==> config.mk <==
export PLATFORM = sky130hd
export DESIGN_NAME = se_mul_issuer_flat
export DESIGN_NICKNAME = d
export VERILOG_FILES = /design/src/rtl/se_mul_issuer_if.sv /design/src/rtl/se_mul_issuer.sv /design/src/flat_wrapper.sv
export SDC_FILE = /design/constraint.sdc
export NUM_CORES = 1
export LEC_CHECK = 0
export BUFFER_PORTS_ARGS = -buffer_cell sky130_fd_sc_hd__buf_2
export CAP_MARGIN = 5
export CORE_ASPECT_RATIO = 1.75
export CORE_MARGIN = 10
export CORE_UTILIZATION = 65
export DETAILED_ROUTE_END_ITERATION = 10
export PLACE_DENSITY = 0.87
export REMOVE_ABC_BUFFERS = 1
export SLEW_MARGIN = 20
export SYNTH_ARGS = -nofsm -noshare
export SYNTH_HDL_FRONTEND = slang
export SYNTH_SLANG_ARGS = --single-unit
==> constraint.sdc <==
create_clock -name clk -period 12.4 [get_ports clk]
set_input_delay 1.24 -clock clk [delete_from_list [all_inputs] [get_ports clk]]
set_output_delay 1.24 -clock clk [all_outputs]
set_load 0.005 [all_outputs]
==> src/rtl/se_mul_issuer_if.sv <==
// Issuer bundle: job control, feature-map/scale read ports and multiplier operand/response lines.
// SE_MUL_ISSUER_CHK_EN adds the returned-address input and the sticky err output.
interface se_mul_issuer_if #(
    parameter int unsigned DATA_W = 14,
    parameter int unsigned ADDR_W = 13,
    parameter int unsigned CH_AW  = 10,
    parameter int unsigned PIX_W  = 13
);
    // Job control
    logic                start;
    logic [CH_AW:0]      num_channels;
    logic [PIX_W:0]      pixels_per_channel;
    logic                pause;
    logic                busy;
    logic                done;

    // Feature-map and scale memories
    logic                fm_rd_en;
    logic [ADDR_W-1:0]   fm_rd_addr;
    logic [DATA_W-1:0]   fm_rd_data;
    logic                sc_rd_en;
    logic [CH_AW-1:0]    sc_rd_addr;
    logic [DATA_W-1:0]   sc_rd_data;

    // Multiplier
    logic [DATA_W-1:0]   mul_a;
    logic [DATA_W-1:0]   mul_b;
    logic                mul_start_flag;
    logic [ADDR_W-1:0]   mul_in_address;
    logic                mul_valid;
`ifdef SE_MUL_ISSUER_CHK_EN
    logic [ADDR_W-1:0]   mul_out_address;
    logic                err;
`endif

`ifdef SE_MUL_ISSUER_CHK_EN
    modport master (
        input  start, num_channels, pixels_per_channel, pause,
        input  fm_rd_data, sc_rd_data, mul_valid, mul_out_address,
        output busy, done, fm_rd_en, fm_rd_addr, sc_rd_en, sc_rd_addr,
        output mul_a, mul_b, mul_start_flag, mul_in_address, err
    );

    modport slave (
        output start, num_channels, pixels_per_channel, pause,
        output fm_rd_data, sc_rd_data, mul_valid, mul_out_address,
        input  busy, done, fm_rd_en, fm_rd_addr, sc_rd_en, sc_rd_addr,
        input  mul_a, mul_b, mul_start_flag, mul_in_address, err
    );
`else
    modport master (
        input  start, num_channels, pixels_per_channel, pause,
        input  fm_rd_data, sc_rd_data, mul_valid,
        output busy, done, fm_rd_en, fm_rd_addr, sc_rd_en, sc_rd_addr,
        output mul_a, mul_b, mul_start_flag, mul_in_address
    );

    modport slave (
        output start, num_channels, pixels_per_channel, pause,
        output fm_rd_data, sc_rd_data, mul_valid,
        input  busy, done, fm_rd_en, fm_rd_addr, sc_rd_en, sc_rd_addr,
        input  mul_a, mul_b, mul_start_flag, mul_in_address
    );
`endif
endinterface

==> src/rtl/se_mul_issuer.sv <==
// SE-block multiplier job sequencer: channel-major feature/scale reads, operand issue, completion count.
// Optional response-order checker enabled by defining SE_MUL_ISSUER_CHK_EN.
module se_mul_issuer #(
    parameter int unsigned DATA_W = 14,
    parameter int unsigned ADDR_W = 13,
    parameter int unsigned CH_AW  = 10,
    parameter int unsigned PIX_W  = 13
) (
    input logic             clk,
    input logic             rst,
    se_mul_issuer_if.master bus
);

    localparam int unsigned TOT_W = CH_AW + PIX_W + 2;

    typedef enum logic [1:0] {StIdle, StRun, StDrain, StDone} state_e;

    state_e state_q, state_d;

    logic [ADDR_W-1:0] idx_q, idx_d;
    logic [CH_AW-1:0]  ch_q, ch_d;
    logic [PIX_W:0]    pix_q, pix_d;
    logic [PIX_W:0]    ppc_q, ppc_d;
    logic [TOT_W-1:0]  total_q, total_d;
    logic [TOT_W-1:0]  cnt_q, cnt_d;

    // Stage 1: read in flight; stage 2: registered operands toward the multiplier
    logic              rd_vld_q, rd_vld_d;
    logic [ADDR_W-1:0] rd_addr_q, rd_addr_d;
    logic              mul_vld_q, mul_vld_d;
    logic [DATA_W-1:0] mul_a_q, mul_a_d;
    logic [DATA_W-1:0] mul_b_q, mul_b_d;
    logic [ADDR_W-1:0] mul_addr_q, mul_addr_d;

    logic start_acc;
    logic job_empty;
    logic issue;
    logic last_issue;
    logic count_en;
    logic drained;

    always_comb begin
        start_acc  = (state_q == StIdle) && bus.start;
        job_empty  = (bus.num_channels == '0) || (bus.pixels_per_channel == '0);
        issue      = (state_q == StRun) && !bus.pause;
        last_issue = issue && (TOT_W'(idx_q) == total_q - TOT_W'(1));
        count_en   = bus.mul_valid && ((state_q == StRun) || (state_q == StDrain));
    end

    // ---------------- FSM ----------------
    always_ff @(posedge clk) begin
        if (rst) begin
            state_q <= StIdle;
        end else begin
            state_q <= state_d;
        end
    end

    always_comb begin
        state_d = state_q;
        unique case (state_q)
            StIdle: begin
                if (bus.start) begin
                    state_d = job_empty ? StDone : StRun;
                end
            end
            StRun: begin
                if (last_issue) begin
                    state_d = StDrain;
                end
            end
            StDrain: begin
                if (drained) begin
                    state_d = StDone;
                end
            end
            StDone:  state_d = StIdle;
            default: state_d = StIdle;
        endcase
    end

    always_comb begin
        bus.busy       = (state_q == StRun) || (state_q == StDrain);
        bus.done       = (state_q == StDone);
        bus.fm_rd_en   = issue;
        bus.sc_rd_en   = issue;
        bus.fm_rd_addr = issue ? idx_q : '0;
        bus.sc_rd_addr = issue ? ch_q : '0;
    end

    // ---------------- Counters ----------------
    always_comb begin
        idx_d   = idx_q;
        ch_d    = ch_q;
        pix_d   = pix_q;
        ppc_d   = ppc_q;
        total_d = total_q;
        cnt_d   = cnt_q;
        if (start_acc) begin
            ppc_d   = bus.pixels_per_channel;
            total_d = TOT_W'(bus.num_channels) * TOT_W'(bus.pixels_per_channel);
            idx_d   = '0;
            ch_d    = '0;
            pix_d   = '0;
            cnt_d   = '0;
        end else begin
            if (issue) begin
                idx_d = idx_q + ADDR_W'(1);
                if (pix_q == ppc_q - (PIX_W + 1)'(1)) begin
                    pix_d = '0;
                    ch_d  = ch_q + CH_AW'(1);
                end else begin
                    pix_d = pix_q + (PIX_W + 1)'(1);
                end
            end
            if (count_en) begin
                cnt_d = cnt_q + TOT_W'(1);
            end
        end
        // Looks at cnt_d so the final mul_valid moves to DONE on the very next edge
        drained = (cnt_d >= total_q);
    end

    // ---------------- Issue pipeline ----------------
    always_comb begin
        rd_vld_d   = issue;
        rd_addr_d  = issue ? idx_q : '0;
        mul_vld_d  = rd_vld_q;
        mul_a_d    = rd_vld_q ? bus.fm_rd_data : '0;
        mul_b_d    = rd_vld_q ? bus.sc_rd_data : '0;
        mul_addr_d = rd_vld_q ? rd_addr_q : '0;
    end

    always_comb begin
        bus.mul_start_flag = mul_vld_q;
        bus.mul_a          = mul_a_q;
        bus.mul_b          = mul_b_q;
        bus.mul_in_address = mul_addr_q;
    end

    always_ff @(posedge clk) begin
        if (rst) begin
            idx_q      <= '0;
            ch_q       <= '0;
            pix_q      <= '0;
            ppc_q      <= '0;
            total_q    <= '0;
            cnt_q      <= '0;
            rd_vld_q   <= 1'b0;
            rd_addr_q  <= '0;
            mul_vld_q  <= 1'b0;
            mul_a_q    <= '0;
            mul_b_q    <= '0;
            mul_addr_q <= '0;
        end else begin
            idx_q      <= idx_d;
            ch_q       <= ch_d;
            pix_q      <= pix_d;
            ppc_q      <= ppc_d;
            total_q    <= total_d;
            cnt_q      <= cnt_d;
            rd_vld_q   <= rd_vld_d;
            rd_addr_q  <= rd_addr_d;
            mul_vld_q  <= mul_vld_d;
            mul_a_q    <= mul_a_d;
            mul_b_q    <= mul_b_d;
            mul_addr_q <= mul_addr_d;
        end
    end

`ifdef SE_MUL_ISSUER_CHK_EN
    // ---------------- Response-order checker ----------------
    logic [ADDR_W-1:0] exp_addr_q, exp_addr_d;
    logic              err_q, err_d;

    always_comb begin
        exp_addr_d = exp_addr_q;
        err_d      = err_q;
        if (start_acc) begin
            exp_addr_d = '0;
            err_d      = 1'b0;
        end else if (bus.mul_valid) begin
            if (state_q == StIdle) begin
                err_d = 1'b1;
            end else begin
                // cnt_q already at total means this response has no matching issue
                if ((bus.mul_out_address != exp_addr_q) || (cnt_q >= total_q)) begin
                    err_d = 1'b1;
                end
                exp_addr_d = exp_addr_q + ADDR_W'(1);
            end
        end
    end

    always_ff @(posedge clk) begin
        if (rst) begin
            exp_addr_q <= '0;
            err_q      <= 1'b0;
        end else begin
            exp_addr_q <= exp_addr_d;
            err_q      <= err_d;
        end
    end

    always_comb begin
        bus.err = err_q;
    end
`endif

endmodule

==> src/flat_wrapper.sv <==
// flat-port wrapper written by rule: the top's interface ports become plain ports
module se_mul_issuer_flat 
#(
    parameter int unsigned DATA_W = 14,
    parameter int unsigned ADDR_W = 13,
    parameter int unsigned CH_AW  = 10,
    parameter int unsigned PIX_W  = 13
)
  (clk, rst, bus_start, bus_num_channels, bus_pixels_per_channel, bus_pause, bus_fm_rd_data, bus_sc_rd_data, bus_mul_valid, bus_busy, bus_done, bus_fm_rd_en, bus_fm_rd_addr, bus_sc_rd_en, bus_sc_rd_addr, bus_mul_a, bus_mul_b, bus_mul_start_flag, bus_mul_in_address);
  se_mul_issuer_if #(.DATA_W(DATA_W), .ADDR_W(ADDR_W), .CH_AW(CH_AW), .PIX_W(PIX_W)) bus_i ();
  input logic clk;
  input logic rst;
  input wire logic [$bits(bus_i.start)-1:0] bus_start;
  input wire logic [$bits(bus_i.num_channels)-1:0] bus_num_channels;
  input wire logic [$bits(bus_i.pixels_per_channel)-1:0] bus_pixels_per_channel;
  input wire logic [$bits(bus_i.pause)-1:0] bus_pause;
  input wire logic [$bits(bus_i.fm_rd_data)-1:0] bus_fm_rd_data;
  input wire logic [$bits(bus_i.sc_rd_data)-1:0] bus_sc_rd_data;
  input wire logic [$bits(bus_i.mul_valid)-1:0] bus_mul_valid;
  output wire logic [$bits(bus_i.busy)-1:0] bus_busy;
  output wire logic [$bits(bus_i.done)-1:0] bus_done;
  output wire logic [$bits(bus_i.fm_rd_en)-1:0] bus_fm_rd_en;
  output wire logic [$bits(bus_i.fm_rd_addr)-1:0] bus_fm_rd_addr;
  output wire logic [$bits(bus_i.sc_rd_en)-1:0] bus_sc_rd_en;
  output wire logic [$bits(bus_i.sc_rd_addr)-1:0] bus_sc_rd_addr;
  output wire logic [$bits(bus_i.mul_a)-1:0] bus_mul_a;
  output wire logic [$bits(bus_i.mul_b)-1:0] bus_mul_b;
  output wire logic [$bits(bus_i.mul_start_flag)-1:0] bus_mul_start_flag;
  output wire logic [$bits(bus_i.mul_in_address)-1:0] bus_mul_in_address;
  assign bus_i.start = bus_start;
  assign bus_i.num_channels = bus_num_channels;
  assign bus_i.pixels_per_channel = bus_pixels_per_channel;
  assign bus_i.pause = bus_pause;
  assign bus_i.fm_rd_data = bus_fm_rd_data;
  assign bus_i.sc_rd_data = bus_sc_rd_data;
  assign bus_i.mul_valid = bus_mul_valid;
  assign bus_busy = bus_i.busy;
  assign bus_done = bus_i.done;
  assign bus_fm_rd_en = bus_i.fm_rd_en;
  assign bus_fm_rd_addr = bus_i.fm_rd_addr;
  assign bus_sc_rd_en = bus_i.sc_rd_en;
  assign bus_sc_rd_addr = bus_i.sc_rd_addr;
  assign bus_mul_a = bus_i.mul_a;
  assign bus_mul_b = bus_i.mul_b;
  assign bus_mul_start_flag = bus_i.mul_start_flag;
  assign bus_mul_in_address = bus_i.mul_in_address;
  se_mul_issuer #(.DATA_W(DATA_W), .ADDR_W(ADDR_W), .CH_AW(CH_AW), .PIX_W(PIX_W)) u_core (.clk(clk), .rst(rst), .bus(bus_i));
endmodule
==> results.json <==
{
  "max_slew_margin_pct": 46.4,
  "hold_depth": 1,
  "critical_path.endpoint_type": "register",
  "global_route_wire_length_before_repair_um": 55400,
  "grt_antenna_before_repair": 0,
  "worst_slew_pin_slew_ps": 804,
  "global_placer_s_final_weighted_congestion": 0.997,
  "async_reset_ff_share_pct": 0,
  "overall_routing_resource_usage_pct": 25.6,
  "critPathSlowestCell": "sky130_fd_sc_hd__or4b_2",
  "boundaryPins": 127,
  "clock-skew-final_ps": 6.17,
  "clock_tree_from_tritoncts": "built",
  "critical_path_buf_inv_count": 5,
  "num-nets-final": 1882,
  "htreeDepth": 4,
  "ff2ff_path_depth": 18,
  "slew_viol_final": 0,
  "synth_enable_flop_cells": 0,
  "floorplan.initialDensity_pct": 65.7,
  "synth.ff_latch_count": 159,
  "die_w_um": 126,
  "drcViolationCount": 0,
  "power_per_cell_area_mw_per_mm2": 187,
  "insertedDiodeCount": 0,
  "vertical_die_dimension_um": 206,
  "setup_total_negative_slack_ps": 0,
  "final_layout_size_suffix_gt1_share_pct": 11.5,
  "vdd_drop_max_mv": 0.176,
  "sequential_fraction_of_the_synthesis_area_pct": 24.7,
  "wl_per_cell_um": 17.7,
  "worstPathRequired_ps": 12720,
  "finalInstanceArea_mm2": 0.0141,
  "setup.worst_path.start_class": "input port",
  "top_cell_type_by_total_area_after_synthesis": "sky130_fd_sc_hd__dfxtp_1",
  "status": "finished clean",
  "hold_path_class": "register to register",
  "synthTopCellsByCount": "sky130_fd_sc_hd__nand2_1, sky130_fd_sc_hd__inv_1, sky130_fd_sc_hd__dfxtp_1",
  "first_iter_violations": 677,
  "final_antenna_net_count": 0,
  "ys_dominant_reg_cell": "sky130_fd_sc_hd__dfxtp_1",
  "core_mm2": 0.0196,
  "post_cts.repair.setup_buffers": 0,
  "vias_in_the_first_global_route": 11300,
  "cell_depth_of_the_worst_setup_path": 20,
  "synth.cell_area_mm2": 0.0129,
  "final-setup-viol-count": 0,
  "cp_cell_sequence": "buf_2 > and2_1 > fa_1 > inv_1 > fa_1 > inv_1 > fa_1 > fa_1 > inv_1 > fa_1 > inv_1 > ha_1 > o21ai_0 > o21bai_1 > a21o_1 > a221o_1 > a31oi_1 > o21ai_0 > or4b_2 > o311ai_0",
  "cts.clk_slew.worst_paths_ps": 70,
  "synth_warnings": 0,
  "route.final.wire_length_um": 33200,
  "clk_latency_ps": 430,
  "worst_path_dominant_cell_family": "adder cells",
  "fp-row-count": 68,
  "layout_min_cycle_time_ps": 6610,
  "post_drt_via_cell_ratio": 5.88,
  "cp_data_arrival_time_ps": 6930,
  "ys_types": 65,
  "clockRootBuffer": "sky130_fd_sc_hd__clkbuf_16",
  "post_cts_repair_resize_count": 0,
  "half_perimeter_wire_length_after_placement_um": 25900,
  "total_cts_buffers": 17,
  "syn_inst": 1549,
  "global_route.overflow_total": 0,
  "cts.hold.buffers_added": 0,
  "final_hold_viol_count": 0,
  "synth_top_cells_by_area": "sky130_fd_sc_hd__dfxtp_1, sky130_fd_sc_hd__fa_1, sky130_fd_sc_hd__ha_1",
  "area_growth_pct": 9.84,
  "worstSetupPathType": "input port to register",
  "achievable-frequency_mhz": 151,
  "detailroute.via_count": 11000,
  "critical_path.max_fanout": 15,
  "synthMostInstantiatedCell": "sky130_fd_sc_hd__nand2_1",
  "grt_max_degree": 83,
  "cellLeakagePower_nw": 6.52,
  "crit_path_max_cell_delay_ps": 630,
  "synth_area_per_cell_um2": 8.30,
  "portBuffers": 126,
  "placed_area_mm2": 0.0135,
  "first_pass_iters": 7,
  "fp.dieArea_mm2": 0.0260,
  "timing.max_cap.violations": 0,
  "cts_num_sinks": 159,
  "clock_tree.buffer_depth": 2,
  "critical_path.most_common_cell": "sky130_fd_sc_hd__fa_1",
  "timing.final.crit_share_pct": 53.3,
  "grt_setup_unrepaired": "no",
  "netlist.area_leader.share_pct": 24.7
}
[per-stage QoR]
stage | hold slack (ps) | util (%) | total power, mW | worst slack [ps] | cells
after CTS | 426 | 72.2 | 2.63 | 5830 | 1876
after global placement | 408 | 69.1 | 2.05 | 5560 | 1844
after detailed placement | 410 | 69.1 | 2.11 | 5400 | 1844
final | 424 | 72.2 | 2.64 | 5790 | 1876
after global routing | 444 | 72.2 | 2.89 | 5320 | 1876
after floorplan | 406 | - | 1.73 | 5990 | 1466
[final timing paths]
check                            startpoint                                      end  slack, ps
min          u_core.rd_addr_q[4]$_SDFF_PP0_  u_core.bus.mul_in_address[4]$_SDFF_PP0_        420
max                     bus_num_channels[7]          u_core.total_q[18]$_SDFFE_PP0P_       5790
min reg2reg  u_core.rd_addr_q[4]$_SDFF_PP0_  u_core.bus.mul_in_address[4]$_SDFF_PP0_        420
max reg2reg  u_core.state_q[0]$_SDFFE_PP0P_           u_core.state_q[0]$_SDFFE_PP0P_       8310
[state kept, by name (all words and copies together), names as in the netlist]
name and count:
u_core.bus.mul_a 14, u_core.idx_q 13, u_core.bus.mul_b 14, u_core.total_q 25, u_core.mul_vld_d 1, u_core.bus.mul_start_flag 1, u_core.bus.mul_in_address 13, u_core.state_q 2
u_core.ch_q 10, u_core.rd_addr_q 13, u_core.pix_q 14, u_core.ppc_q 14, u_core.cnt_q 25
[where the power goes]
| group | leakage, nW | switching, mW | internal (mW) |
|---|---|---|---|
| clock network | 0.278 | 0.231 | 0.289 |
| logic | 4.96 | 0.899 | 0.608 |
| registers | 1.29 | 0.0568 | 0.553 |
[cell families (layout without fill, tap and decap cells)]
logic type | after synthesis | after routing | share of synthesized area, %
AOI/OAI and AO/OA | 169 | 169 | 8.39
xor gates and xnor gates | 89 | 89 | 6.06
adders and majority gates | 206 | 206 | 26.3
buffers and inverters | 260 | 342 | 7.76
DFF | 159 | 159 | 24.7
muxes | 6 | 6 | 0.477
and+or+nand+nor | 660 | 660 | 26.3
[cell type report]
type	instances	area [um2]
clock buffers	18	439
fillers	1497	5440
inverters	177	664
well taps	245	307
repair buffers	133	683
flip-flops and latches	159	3180
multi-input cells	1130	8700
clock inverters	14	154
[per-layer routing]
layer  GRT usage, %  share of wire (%)  vias to the layer above
met5              0                  0                        -
met4           17.6                6.9                        0
met3           5.13                6.0                      137
met2           45.9                 51                      456
met1           26.2                 36                     5218
li1               -                  -                     5226
[cells in the final DEF (no fill, tap or decap), types with 5 or more instances in the layout]
cell and count:
sky130_fd_sc_hd__or3_1 10, sky130_fd_sc_hd__and4_1 5, sky130_fd_sc_hd__mux2i_1 5, sky130_fd_sc_hd__buf_2 126, sky130_fd_sc_hd__nor4_1 16, sky130_fd_sc_hd__xor2_1 43
sky130_fd_sc_hd__nand2_1 178, sky130_fd_sc_hd__nand2b_1 7, sky130_fd_sc_hd__a211oi_1 6, sky130_fd_sc_hd__buf_4 7, sky130_fd_sc_hd__inv_1 177, sky130_fd_sc_hd__nor3_1 46
sky130_fd_sc_hd__fa_1 107, sky130_fd_sc_hd__a21oi_1 64, sky130_fd_sc_hd__clkbuf_16 17, sky130_fd_sc_hd__o311ai_0 6, sky130_fd_sc_hd__nor4b_1 5, sky130_fd_sc_hd__and3_1 31
sky130_fd_sc_hd__o21ai_0 29, sky130_fd_sc_hd__dfxtp_1 159, sky130_fd_sc_hd__and2_1 135, sky130_fd_sc_hd__nand4_1 39, sky130_fd_sc_hd__or2_2 6, sky130_fd_sc_hd__o31ai_1 11
sky130_fd_sc_hd__nor2b_1 5, sky130_fd_sc_hd__a31oi_1 12, sky130_fd_sc_hd__nand3_1 31, sky130_fd_sc_hd__xnor2_1 46, sky130_fd_sc_hd__nor2_1 119, sky130_fd_sc_hd__ha_1 99
sky130_fd_sc_hd__a21o_1 5
[worst reg2reg max path, cell delays in order (launching register included)]
cell                       delay, ps
sky130_fd_sc_hd__dfxtp_1         390
sky130_fd_sc_hd__inv_1           100
sky130_fd_sc_hd__ha_1            390
sky130_fd_sc_hd__and3_1          210
sky130_fd_sc_hd__and2_1          170
sky130_fd_sc_hd__and3_1          300
sky130_fd_sc_hd__nand2_1          90
sky130_fd_sc_hd__nor2_1          300
sky130_fd_sc_hd__nand3_1         150
sky130_fd_sc_hd__xor2_1          200
sky130_fd_sc_hd__nor2_1           80
sky130_fd_sc_hd__ha_1            340
sky130_fd_sc_hd__a21o_1          110
sky130_fd_sc_hd__a21o_1          110
sky130_fd_sc_hd__a21oi_1          70
sky130_fd_sc_hd__or2_2           270
sky130_fd_sc_hd__a41oi_1         320
sky130_fd_sc_hd__a21oi_1         120
sky130_fd_sc_hd__a311oi_1        270
No activity file was read; power rests on OpenSTA's default activity.
